### src/rtl/uart_rx_deser_pkg.sv
// uart_rx_deser_pkg: receiver state encoding and default timing shared with the uart_tx side
package uart_rx_deser_pkg;
  localparam int CLK_DIV_DEF = 27;
  localparam int OVERSAMPLE_DEF = 16;
  localparam int DATA_BITS_DEF = 8;
  typedef enum logic [2:0] {S_IDLE, S_START, S_DATA, S_STOP, S_BREAK} state_t;
endpackage

### src/rtl/uart_rx_deser_baud_tick.sv
// uart_rx_deser_baud_tick: free-running divider giving one oversample tick every CLK_DIV clocks
module uart_rx_deser_baud_tick
  import uart_rx_deser_pkg::*;
#(
  parameter int CLK_DIV = CLK_DIV_DEF
) (
  input  logic i_clk,
  input  logic i_reset,
  output logic o_tick
);
  localparam int CW = $clog2(CLK_DIV);
  localparam logic [CW-1:0] LAST = CW'(CLK_DIV - 1);
  logic [CW-1:0] r_cnt;
  assign o_tick = r_cnt == LAST;
  always_ff @(posedge i_clk)
    r_cnt <= (i_reset || o_tick) ? '0 : r_cnt + 1'b1;
endmodule

### src/rtl/uart_rx_deser.sv
// uart_rx_deser: oversampling 8N1 receiver with valid/ready output and framing/overrun pulses
module uart_rx_deser
  import uart_rx_deser_pkg::*;
#(
  parameter int CLK_DIV    = CLK_DIV_DEF,
  parameter int OVERSAMPLE = OVERSAMPLE_DEF,
  parameter int DATA_BITS  = DATA_BITS_DEF
) (
  input  logic                 i_clk,
  input  logic                 i_reset,
  input  logic                 i_rxd,
  output logic [DATA_BITS-1:0] o_rx_data,
  output logic                 o_rx_valid,
  input  logic                 i_rx_ready,
  output logic                 o_frame_err,
  output logic                 o_overrun_err,
  output logic                 o_busy,
  input  logic                 i_scan_in0,
  input  logic                 i_scan_enable,
  input  logic                 i_test_mode,
  output logic                 o_scan_out0
);
  localparam int SW = $clog2(OVERSAMPLE);
  localparam int BW = $clog2(DATA_BITS);
  localparam logic [SW-1:0] SC_MID = SW'(OVERSAMPLE / 2 - 1);
  localparam logic [SW-1:0] SC_END = SW'(OVERSAMPLE - 1);
  localparam logic [BW-1:0] BC_END = BW'(DATA_BITS - 1);
  logic [1:0]           r_sync;
  state_t               r_state;
  logic [SW-1:0]        r_sc;
  logic [BW-1:0]        r_bc;
  logic [DATA_BITS-1:0] r_shreg;
  logic                 w_tick;
  logic                 w_rxd_s;
  logic                 w_unused;
  uart_rx_deser_baud_tick #(.CLK_DIV(CLK_DIV)) u_tick (
    .i_clk   (i_clk),
    .i_reset (i_reset),
    .o_tick  (w_tick)
  );
  assign w_rxd_s     = r_sync[1];
  assign o_busy      = r_state != S_IDLE;
  assign o_scan_out0 = 1'b0;
  assign w_unused    = ^{i_scan_in0, i_scan_enable, i_test_mode};
  always_ff @(posedge i_clk) begin
    if (i_reset) begin
      r_sync        <= 2'b11;
      r_state       <= S_IDLE;
      r_sc          <= '0;
      r_bc          <= '0;
      r_shreg       <= '0;
      o_rx_data     <= '0;
      o_rx_valid    <= 1'b0;
      o_frame_err   <= 1'b0;
      o_overrun_err <= 1'b0;
    end else begin
      r_sync        <= {r_sync[0], i_rxd};
      o_frame_err   <= 1'b0;
      o_overrun_err <= 1'b0;
      if (o_rx_valid && i_rx_ready) o_rx_valid <= 1'b0;
      if (w_tick) begin
        case (r_state)
          S_IDLE: if (!w_rxd_s) begin
            r_state <= S_START;
            r_sc    <= '0;
          end
          S_START: if (r_sc == SC_MID) begin
            r_state <= w_rxd_s ? S_IDLE : S_DATA;
            r_sc    <= '0;
            r_bc    <= '0;
          end else r_sc <= r_sc + 1'b1;
          S_DATA: if (r_sc == SC_END) begin
            r_shreg <= {w_rxd_s, r_shreg[DATA_BITS-1:1]};
            r_sc    <= '0;
            r_bc    <= r_bc + 1'b1;
            if (r_bc == BC_END) r_state <= S_STOP;
          end else r_sc <= r_sc + 1'b1;
          S_STOP: if (r_sc == SC_END) begin
            r_sc <= '0;
            if (!w_rxd_s) begin
              o_frame_err <= 1'b1;
              r_state     <= S_BREAK;
            end else begin
              r_state <= S_IDLE;
              // a byte accepted on this same edge frees the holding register
              if (!o_rx_valid || i_rx_ready) begin
                o_rx_data  <= r_shreg;
                o_rx_valid <= 1'b1;
              end else o_overrun_err <= 1'b1;
            end
          end else r_sc <= r_sc + 1'b1;
          S_BREAK: if (w_rxd_s) r_state <= S_IDLE;
          default: r_state <= S_IDLE;
        endcase
      end
    end
  end
endmodule
### config.mk
export PLATFORM = sky130hd
export DESIGN_NAME = uart_rx_deser
export DESIGN_NICKNAME = d
export VERILOG_FILES = /design/src/rtl/uart_rx_deser_pkg.sv /design/src/rtl/uart_rx_deser_baud_tick.sv /design/src/rtl/uart_rx_deser.sv
export SDC_FILE = /design/constraint.sdc
export NUM_CORES = 1
export LEC_CHECK = 0
export ABC_AREA = 0
export ABC_CLOCK_PERIOD_IN_PS = 2900
export BUFFER_PORTS_ARGS = -buffer_cell sky130_fd_sc_hd__buf_2
export CORE_UTILIZATION = 25
export CTS_BUF_LIST = sky130_fd_sc_hd__clkbuf_4 sky130_fd_sc_hd__clkbuf_8 sky130_fd_sc_hd__clkbuf_16
export CTS_CLUSTER_DIAMETER = 50
export CTS_CLUSTER_SIZE = 25
export DETAILED_ROUTE_END_ITERATION = 10
export REMOVE_ABC_BUFFERS = 1
export SYNTH_ARGS = -nofsm -noshare
export SYNTH_HDL_FRONTEND = slang
export SYNTH_SLANG_ARGS = --single-unit
### constraint.sdc
create_clock -name i_clk -period 2.9 [get_ports i_clk]
set_input_delay 0.145 -clock i_clk [delete_from_list [all_inputs] [get_ports i_clk]]
set_output_delay 0.145 -clock i_clk [all_outputs]
set_load 0.05 [all_outputs]
==> run_results.csv, run 1 <==
group,metric,value,unit
status,status,"finished clean",
floorplan,dieArea,0.006941,mm^2
cells_and_area,fin_area,0.001847,mm^2
floorplan,initial_core_util,0.2603,
sta,finalHoldViolations,0,
cells_and_area,seqCellArea,720.7,um^2
floorplan,rows,29,
yosys,synth_cells,181,
yosys,ys.flop_type,"dfxtp_1",
floorplan,die_h,83.31,um
worst_setup_path,crit_arrival,2240,ps
clock_network,cts_hold_buf,0,
cells_and_area,final_common_cell,"dfxtp_1",
power,powerDensity,467.9,mW/mm^2
worst_setup_path,required,3040,ps
clock_network,cts_max_path_buffers,2,
cells_and_area,layout_common_cells,"36 x dfxtp_1, 17 x nor2_1, 16 x a21oi_1",
sta,fin_crit_sh,0.7245,
grt,overflow,0,
worst_setup_path,cp_max_fo,14,
yosys,synth_top_family_by_area,"simple AND/OR/NAND/NOR gates",
clock_network,worstSkewPairLatency,280,ps
routing,routed_wl,3030,um
worst_setup_path,end_kind,"flop",
grt,grt_pass1_wl,5050,um
clock_network,cts_made_buffers,5,
sta,relSlewSlack,0.5915,
worst_setup_path,r2r_cells,6,
worst_setup_path,regToRegStartpoint,"u_tick.r_cnt[0]$_SDFF_PP0_",
floorplan,die-width,83.31,um
yosys,synth.mux.area_fraction,0.06132,
worst_setup_path,crit_path_start,"u_tick.r_cnt[0]$_SDFF_PP0_",
power,p_leak,0.7557,nW
yosys,synth-seq-cells,36,
routing,drc,0,
yosys,synth_edf_count,0,
placement,place_inst,261,
yosys,netlist_area,0.001653,mm^2
worst_setup_path,crit_path_end,"o_rx_data[3]$_SDFFE_PP0P_",
placement,port_buffers,15,
yosys,ys_types,47,
yosys,synth-simple-area-share,0.2559,
sta,fmax,475.9,MHz
cells_and_area,syn_to_final_growth,11.73,%
cells_and_area,layout.nets,203,
sta,timing.final.crit_period,2101,ps
placement,dpl.hpwl,2025,um
yosys,yosysWarnings,0,
clock_network,cts-resized-gates,0,
grt,grtUsageTotal,0.08869,
worst_setup_path,r2r_slack,800,ps
yosys,avgSynthCellArea,9.132,um^2
floorplan,core,0.006350,mm^2
clock_network,cts.sinks,36,
power,ir_worst_vdd,284.8,uV
power,p_total,864.1,uW
worst_setup_path,rr_endpoint,"o_rx_data[3]$_SDFFE_PP0P_",
grt,grt_pass1_vias,1117,
yosys,async_flop_share,0,
routing,vias_per_cell,4.784,
sta,worstMarginPinSlew,612.8,ps
worst_hold_path,worstHoldPathType,"in2reg",
cells_and_area,final_cell_count_no_fill,268,
routing,ant_nets,0,
yosys,ys_seq_area_frac,0.4360,
sta,setup_violations,0,
grt,grt_max_degree,35,
grt,antenna_found_initial,0,
cells_and_area,fill_cells,665,
yosys,synth-xor-area-share,0.01590,
worst_setup_path,crit_type,"reg2reg",
placement,place_congestion,0.7039,
run,max_cap_violations,0,
routing,drt_iter0_drc,76,
cells_and_area,finish.utilization,0.2908,
floorplan,pin_count,20,
sta,setup_tns,0,ps
routing,firstDrtPassIters,4,
clock_network,root_buffer,"clkbuf_8",
placement,postPlaceCellArea,0.001765,mm^2
routing,wl_per_cell,11.31,um
sta,rsz0062_at_grt,"no",
clock_network,cts_max_level,2,
worst_setup_path,startpoint_type,"flop",
clock_network,clk_pin_slew,70,ps
sta,clock_skew,4.777,ps
yosys,synth-compound-area-share,0.1438,
cells_and_area,multi_input_area,854.6,um^2
clock_network,tritoncts,"yes",
cells_and_area,layout-drive-gt1-share,0.1728,
routing,vias,1282,
sta,slew_viol_final,0,
clock_network,post_cts_buffers,0,
yosys,synthAdderAreaFrac,0.03785,
cells_and_area,diodes,0,
cells by family (layout without fill, tap and decap cells):
family                   after synthesis  count (layout)
AO/OA/AOI/OAI                         37              37
flip-flops                            36              36
AND/OR/NAND/NOR                       72              72
buffers and inverters                 17              27
other                                  1               1
XOR/XNOR                               3               3
adder cells (fa/ha/maj)                5               5
multiplexers                          10              10
per-stage QoR:
step / setup slack [ps] / hold WS [ps]
3_5_place_dp: 790.9 / 332.8
5_1_grt: 649.9 / 45.50
6_report: 798.8 / 47.24
4_1_cts: 788.5 / 36.66
3_3_place_gp: 835.1 / 331.0
2_1_floorplan: 1066 / 211.9
layer usage:
metal,vias up,part of all wire,wire length (um),global-route usage
li1,663,-,-,-
met1,592,0.50,1509,0.1130
met2,25,0.46,1381,0.1423
met3,2,0.039,118,0.02485
met4,0,0.0066,20,0.03292
met5,-,0,0,0
state kept, by name, summed over array words and instances (netlist names):
signal and count:
o_frame_err 1, o_overrun_err 1, o_rx_data 8, o_rx_valid 1
r_bc 3, r_sc 4, r_shreg 8, r_state 3
r_sync 2, u_tick.r_cnt 5
Yosys cell counts, types with 2 or more instances:
cell      instances  share of area
nand2b_1          5          0.019
inv_1             5          0.011
clkbuf_1          7          0.016
xor2_1            2          0.011
or4_1             2         0.0091
nand3_1          12          0.036
nor4b_1           2          0.011
nand3b_1          2         0.0091
dfxtp_1          36           0.44
ha_1              5          0.038
nor4_1            2         0.0076
nor3_1            3         0.0091
o21ai_0          11          0.033
nand2_1           7          0.016
nor2_1           17          0.039
mux2i_1           9          0.055
a21oi_1          16          0.048
buf_2             2         0.0061
or2_2             2         0.0076
or3_1             5          0.019
nand4_1           3          0.011
report_power, final:
part | internal (mW) | total (mW) | switching, mW
registers | 0.499 | 0.504 | 0.00444
clock network | 0.173 | 0.336 | 0.163
logic | 0.00783 | 0.0247 | 0.0169
worst min-delay path by stage:
| stage | startpoint | to | depth (start not counted) |
|---|---|---|---|
| 2_1_floorplan | i_reset | r_bc[0]$_SDFFE_PP0P_ | 1 |
| 3_3_place_gp | i_rxd | r_sync[0]$_SDFF_PP1_ | 2 |
| 3_5_place_dp | i_rxd | r_sync[0]$_SDFF_PP1_ | 2 |
| 4_1_cts | i_rxd | r_sync[0]$_SDFF_PP1_ | 2 |
| 5_1_grt | i_rxd | r_sync[0]$_SDFF_PP1_ | 2 |
| 6_report | i_rxd | r_sync[0]$_SDFF_PP1_ | 2 |
final cells by class:
type / instances / share of cell area
clock inverters: 1 / 0.002710
flip-flops and latches: 36 / 0.3902
multi-input cells: 128 / 0.4627
well taps: 77 / 0.05217
repair buffers: 15 / 0.04065
clock buffers: 6 / 0.04133
inverters: 5 / 0.01016
worst max-delay path: stages (launching register included):
cell      delay [ps]
dfxtp_1          330
inv_1             60
ha_1             210
nand4b_4         260
or4_1            760
o21ai_0          240
a21oi_1           80
(Power assumes the default switching activity.)
==> run 2: changes to the inputs <==
--- a/config.mk
+++ b/config.mk
@@ -5,8 +5,8 @@
 export SDC_FILE = /design/constraint.sdc
 export NUM_CORES = 1
 export LEC_CHECK = 0
-export ABC_AREA = 0
-export ABC_CLOCK_PERIOD_IN_PS = 2900
+export ABC_AREA = 1
+export ABC_CLOCK_PERIOD_IN_PS = 1900
 export BUFFER_PORTS_ARGS = -buffer_cell sky130_fd_sc_hd__buf_2
 export CORE_UTILIZATION = 25
 export CTS_BUF_LIST = sky130_fd_sc_hd__clkbuf_4 sky130_fd_sc_hd__clkbuf_8 sky130_fd_sc_hd__clkbuf_16
==> constraint.sdc (replaced) <==
create_clock -name i_clk -period 1.9 [get_ports i_clk]
set_input_delay 0.095 -clock i_clk [delete_from_list [all_inputs] [get_ports i_clk]]
set_output_delay 0.095 -clock i_clk [all_outputs]
set_load 0.05 [all_outputs]
==> run 2 against run 1 <==
Effect of this change:
- fmax increased by 31%
- wire length increased by 3.2%
- non-clock buffer count increased by 2
- clock-buffer cell count unchanged
- final cell count increased by 19%
- global-route usage increased by 1.4 points
- setup slack got worse by 500 ps
- worst hold slack improved by 38 ps
- clock power increased by 55%
- register-to-register slack got worse by 500 ps
- critical path type unchanged
- critical endpoint is now r_shreg[0]$_SDFFE_PP0P_
- largest power group unchanged
==> run_results.csv, run 2 <==
group,metric,value,unit
floorplan,initial_core_util,0.2629,
sta,clock_skew,2.862,ps
cells_and_area,diodes,0,
clock_network,cts.sinks,36,
worst_hold_path,min_path_cells,4,
routing,drc,0,
clock_network,worstSkewPairLatency,290,ps
yosys,synth_cells,223,
yosys,async_flop_share,0,
worst_setup_path,crit_type,"reg2reg",
clock_network,cts_max_path_buffers,2,
yosys,ys_types,25,
worst_hold_path,hold_path_end,"o_overrun_err$_SDFF_PP0_",
yosys,synth_top_area_share,0.4550,
cells_and_area,largestRegisters,"o_rx_data (8), r_shreg (8), u_tick.r_cnt (5)",
floorplan,die_h,81.60,um
sta,fin_hold_ws,85.02,ps
placement,port_buffers,15,
clock_network,cts_made_buffers,5,
yosys,synth_edf_count,0,
placement,place_congestion,0.8110,
clock_network,post_cts_buffers,0,
clock_network,cts-resized-gates,0,
grt,overflow,0,
cells_and_area,layout.nets,255,
power,powerDensity,723.5,mW/mm^2
worst_hold_path,worstHoldStart,"i_rx_ready",
yosys,synth_most_common_cell,"nor2_1",
worst_setup_path,required,2080,ps
sta,setup_tns,0,ps
cells_and_area,final_common_cell,"nor2_1",
sta,slew_viol_final,0,
worst_setup_path,r2r_cells,8,
sta,fmax,623.3,MHz
yosys,synth-seq-cells,36,
routing,routed_wl,3126,um
clock_network,clk_pin_slew,70,ps
yosys,yosysWarnings,0,
clock_network,cts_max_level,2,
worst_setup_path,startpoint_type,"flop",
clock_network,root_buffer,"clkbuf_8",
worst_setup_path,cp_max_fo,10,
run,max_cap_violations,0,
grt,grt_max_degree,18,
grt,top_usage_layer,"met2",
routing,ant_nets,0,
sta,fin_crit_sh,0.8444,
floorplan,pin_count,20,
yosys,ys.flop_type,"dfxtp_1",
routing,vias,1400,
floorplan,core,0.006026,mm^2
worst_setup_path,r2r_slack,300,ps
yosys,netlist_area,0.001584,mm^2
sta,setup_violations,0,
grt,grt_pass1_wl,5175,um
worst_setup_path,crit_arrival,1790,ps
worst_hold_path,worstHoldPathType,"in2reg",
yosys,synth.largest_area_cell,"dfxtp_1",
floorplan,rows,28,
clock_network,tritoncts,"yes",
status,status,"finished clean",
worst_setup_path,end_kind,"flop",
grt,grtUsageTotal,0.1023,
routing,drt_iter0_drc,48,
routing,firstDrtPassIters,4,
worst_setup_path,rr_endpoint,"r_shreg[0]$_SDFFE_PP0P_",
worst_setup_path,regToRegStartpoint,"r_sc[0]$_SDFFE_PP0P_",
routing,vias_per_cell,4.403,
power,p_total,1.326,mW
grt,antenna_found_initial,0,
sta,rsz0062_at_grt,"no",
sta,finalHoldViolations,0,
cells_and_area,syn_to_final_growth,15.72,%
yosys,avgSynthCellArea,7.103,um^2
power,p_leak,0.8233,nW
yosys,ys_seq_area_frac,0.4550,
cells_and_area,layout-drive-gt1-share,0.1399,
floorplan,dieArea,0.006659,mm^2
clock_network,cts_hold_buf,1,
grt,grt_use_met1,0.1342,
power,ir_worst_vdd,287.8,uV
yosys,synthTopCellsByArea,"dfxtp_1 45%, nor2_1 12%, nand2_1 11%",
floorplan,die-width,81.60,um
grt,grt_pass1_vias,1187,
cells_and_area,layout_common_cells,"49 x nor2_1, 47 x nand2_1, 36 x dfxtp_1",
placement,dpl.hpwl,2189,um
grt,use_met2,0.1500,
sta,timing.final.crit_period,1604,ps
yosys,synth_commonest_cells,"49 x nor2_1, 47 x nand2_1, 36 x dfxtp_1",
grt,grt.met3_usage,0.04889,
routing,wl_per_cell,9.830,um
## run 2: worst max path at each step
stage	start	end	slack (ps)	depth (start not counted)
3_3_place_gp	r_sc[0]$_SDFFE_PP0P_	r_shreg[6]$_SDFFE_PP0P_	330	8
5_1_grt	r_sc[0]$_SDFFE_PP0P_	r_shreg[4]$_SDFFE_PP0P_	120	8
3_5_place_dp	r_sc[0]$_SDFFE_PP0P_	r_shreg[6]$_SDFFE_PP0P_	310	8
6_report	r_sc[0]$_SDFFE_PP0P_	r_shreg[0]$_SDFFE_PP0P_	300	8
2_1_floorplan	r_state[0]$_SDFFE_PP0P_	r_state[0]$_SDFFE_PP0P_	400	8
4_1_cts	r_sc[0]$_SDFFE_PP0P_	r_shreg[5]$_SDFFE_PP0P_	310	8
## run 2: stage by stage
stage	cells	util	setup WS, ps	area (um^2)
detailed placement	310	0.2890	314.2	1742
global placement	310	0.2890	330.7	1742
finish	318	0.3042	295.6	1833
global route	318	0.3042	120.9	1833
floorplan	219	-	399.0	1565
CTS	318	0.3042	306.2	1833
## run 2: routing by layer
metal / vias to the layer above / share of wire
met4: 0 / 0.0077
met1: 623 / 0.51
met2: 25 / 0.43
met3: 6 / 0.051
li1: 746 / -
met5: - / 0
## run 2: logic make-up after synthesis
kind of cell / count (synthesis) / share of synthesized area
simple gates: 121 / 0.3254
flops: 36 / 0.4550
compound gates: 32 / 0.1051
buf+inv: 27 / 0.06714
fa+ha+maj: 5 / 0.03949
xor+xnor: 1 / 0.005530
other cells: 1 / 0.002367
## run 2: power by group
| part | internal, mW | leakage, nW | switching, mW |
|---|---|---|---|
| combinational | 0.0134 | 0.488 | 0.0257 |
| sequential | 0.762 | 0.291 | 0.00514 |
| clock | 0.263 | 0.0445 | 0.257 |
## run 2: layout make-up
type	count	area (um^2)
timing repair buffer	17	92.59
inverter	23	87.58
sequential	36	720.7
fill	673	4193
clock buffer	6	76.32
tap	75	93.84
multi-input combinational	160	757.0
clock inverter	1	5.005
## run 2: critical path, cell delays in order, from the launching register on
cell and delay (ps):
dfxtp_1 380, ha_1 220, nand2_1 110, nor2_2 180, nand2_1 140, nor2_4 220, inv_2 110, nor2_1 100
nor2_1 50
==> run 3: changes to the inputs <==
--- a/config.mk
+++ b/config.mk
@@ -5,8 +5,8 @@
 export SDC_FILE = /design/constraint.sdc
 export NUM_CORES = 1
 export LEC_CHECK = 0
-export ABC_AREA = 1
-export ABC_CLOCK_PERIOD_IN_PS = 1900
+export ABC_AREA = 0
+export ABC_CLOCK_PERIOD_IN_PS = 1400
 export BUFFER_PORTS_ARGS = -buffer_cell sky130_fd_sc_hd__buf_2
 export CORE_UTILIZATION = 25
 export CTS_BUF_LIST = sky130_fd_sc_hd__clkbuf_4 sky130_fd_sc_hd__clkbuf_8 sky130_fd_sc_hd__clkbuf_16
==> constraint.sdc (replaced) <==
create_clock -name i_clk -period 1.4 [get_ports i_clk]
set_input_delay 0.07 -clock i_clk [delete_from_list [all_inputs] [get_ports i_clk]]
set_output_delay 0.07 -clock i_clk [all_outputs]
set_load 0.05 [all_outputs]
==> run 3 against run 2 <==
Effect of this change:
- the run now ends with setup timing left
- global-route usage rose by 2.0 points
- critical path depth unchanged
- die area up 4.2%
- wire length increased by 32%
- clock power up 39%
- sequential power up 36%
- core utilization is 7.3 points higher
==> run_results.csv, run 3 (same netlist as run 1, synthesis figures left out) <==
group,metric,value,unit
grt,grt_max_degree,15,
placement,place_inst,297,
floorplan,dieArea,0.006941,mm^2
worst_setup_path,cp_max_fo,7,
sta,fmax,575.9,MHz
floorplan,initial_core_util,0.2603,
cells_and_area,fill_cells,618,
floorplan,core,0.006350,mm^2
clock_network,cts_max_level,2,
grt,grt_pass1_vias,1447,
worst_setup_path,cpPeakStageDelay,520,ps
floorplan,rows,29,
cells_and_area,layout.nets,249,
cells_and_area,largestRegisters,"o_rx_data (8), r_shreg (8), u_tick.r_cnt (5)",
sta,setup_tns,-7495,ps
sta,finalHoldViolations,0,
sta,timing.final.crit_period,1736,ps
power,ir_worst_vdd,528.8,uV
grt,antenna_found_initial,0,
worst_hold_path,worstHoldStart,"i_reset",
sta,relSlewSlack,0.4866,
routing,vias,1495,
cells_and_area,final_cell_count_no_fill,314,
status,status,"finished, violations left",
sta,fin_ws,-336.5,ps
placement,dpl.hpwl,2556,um
floorplan,pin_count,20,
cells_and_area,diodes,0,
status,failed_checks,"setup timing",
worst_setup_path,regToRegStartpoint,"u_tick.r_cnt[0]$_SDFF_PP0_",
cells_and_area,multi_input_area,999.7,um^2
clock_network,cts_made_buffers,5,
clock_network,clk_pin_slew,60,ps
clock_network,cts.sinks,36,
routing,wl_per_cell,13.14,um
clock_network,tritoncts,"yes",
floorplan,die-width,83.31,um
placement,postPlaceCellArea,0.002036,mm^2
sta,setup_violations,30,
routing,routed_wl,4127,um
worst_setup_path,cp_cell_sequence,"inv_2 -> ha_4 -> nand4b_4 -> buf_6 -> or4_4 -> buf_12 -> mux2i_1 -> nor2_1",
worst_setup_path,r2r_cells,8,
worst_hold_path,worstHoldPathType,"in2reg",
worst_hold_path,min_path_cells,2,
power,p_total,1.847,mW
worst_setup_path,startpoint_type,"flop",
worst_setup_path,crit_arrival,1910,ps
sta,worstMarginPinSlew,768.5,ps
cells_and_area,fin_area,0.002392,mm^2
clock_network,worstSkewPairLatency,290,ps
clock_network,root_buffer,"clkbuf_8",
cells_and_area,layout_common_cells,"35 x buf_4, 30 x dfxtp_1, 17 x nor2_1",
routing,drc,0,
run,max_cap_violations,0,
sta,rsz0062_at_grt,"yes",
grt,overflow,0,
worst_setup_path,end_kind,"flop",
sta,fin_crit_sh,1.240,
worst_setup_path,crit_type,"reg2reg",
cells_and_area,seqCellArea,728.2,um^2
routing,drt_iter0_drc,55,
sta,fin_hold_ws,78.49,ps
grt,grtUsageTotal,0.1223,
cells_and_area,layout-drive-gt1-share,0.4515,
floorplan,die_h,83.31,um
placement,place_congestion,0.7618,
worst_hold_path,hold_path_end,"r_sc[0]$_SDFFE_PP0P_",
worst_setup_path,required,1580,ps
power,p_leak,1.036,nW
routing,firstDrtPassIters,4,
worst_setup_path,r2r_slack,-340,ps
routing,ant_nets,0,
power,powerDensity,772.2,mW/mm^2
routing,vias_per_cell,4.761,
sta,clock_skew,11.63,ps
sta,slew_viol_final,0,
cells_and_area,syn_to_final_growth,44.74,%
cells_and_area,final_common_cell,"buf_4",
placement,port_buffers,15,
worst_setup_path,rr_endpoint,"r_shreg[2]$_SDFFE_PP0P_",
clock_network,cts_max_path_buffers,2,
grt,grt_pass1_wl,6755,um
worst_setup_path,cp_slowest_cell,"or4_4",
-- run 3: area by class of cell --
type,instances,share of cell area
clock inverters,1,0.002092
repair buffers,60,0.1956
clock buffers,6,0.03190
well taps,77,0.04027
multi-input cells,129,0.4179
flip-flops and latches,36,0.3044
inverters,5,0.007845
-- run 3: worst max-delay path: cells and delay by family, from the launching register on --
kind / cells / cell delay (ps)
fa+ha+maj: 1 / 130
buf+inv: 3 / 370
flops: 1 / 330
mux: 1 / 140
simple gates: 3 / 670
-- run 3: worst max-delay path by stage --
stage	startpoint	end	slack [ps]	cells past startpoint
after floorplan	u_tick.r_cnt[0]$_SDFF_PP0_	r_bc[0]$_SDFFE_PP0P_	-430	6
after global placement	u_tick.r_cnt[0]$_SDFF_PP0_	r_state[1]$_SDFFE_PP0P_	-400	7
after detailed placement	u_tick.r_cnt[0]$_SDFF_PP0_	o_rx_data[0]$_SDFFE_PP0P_	-500	6
after CTS	u_tick.r_cnt[0]$_SDFF_PP0_	r_state[1]$_SDFFE_PP0P_	-360	7
after global routing	u_tick.r_cnt[0]$_SDFF_PP0_	r_shreg[5]$_SDFFE_PP0P_	-410	8
final	u_tick.r_cnt[0]$_SDFF_PP0_	r_shreg[2]$_SDFFE_PP0P_	-340	8
-- run 3: routing by layer --
| metal | wire, um | track usage |
|---|---|---|
| met3 | 106 | 0.02883 |
| met2 | 2080 | 0.2064 |
| met1 | 1847 | 0.1470 |
| met4 | 92 | 0.05486 |
| met5 | 0 | 0 |
-- run 3: metrics by stage --
step                  util  setup WS, ps
finish              0.3767        -336.5
global route        0.3767        -407.9
CTS                 0.3645        -364.2
detailed placement  0.3206        -496.6
global placement    0.3206        -397.1
floorplan                -        -434.4
-- run 3: what timing repair did --
action	in CTS	in global routing
resized for setup	40	15
pin swaps	20	9
hold buffers	1	0
setup endpoints to repair	30	30
cloned	0	1
buffers inserted	7	1
hold endpoints to repair	1	0
-- run 3: report_power, final --
group | switching [mW] | internal, mW | total (mW)
clock | 0.365 | 0.358 | 0.722
sequential | 0.00817 | 1.03 | 1.04
combinational | 0.0459 | 0.0362 | 0.0821
total | 0.419 | 1.43 | 1.85
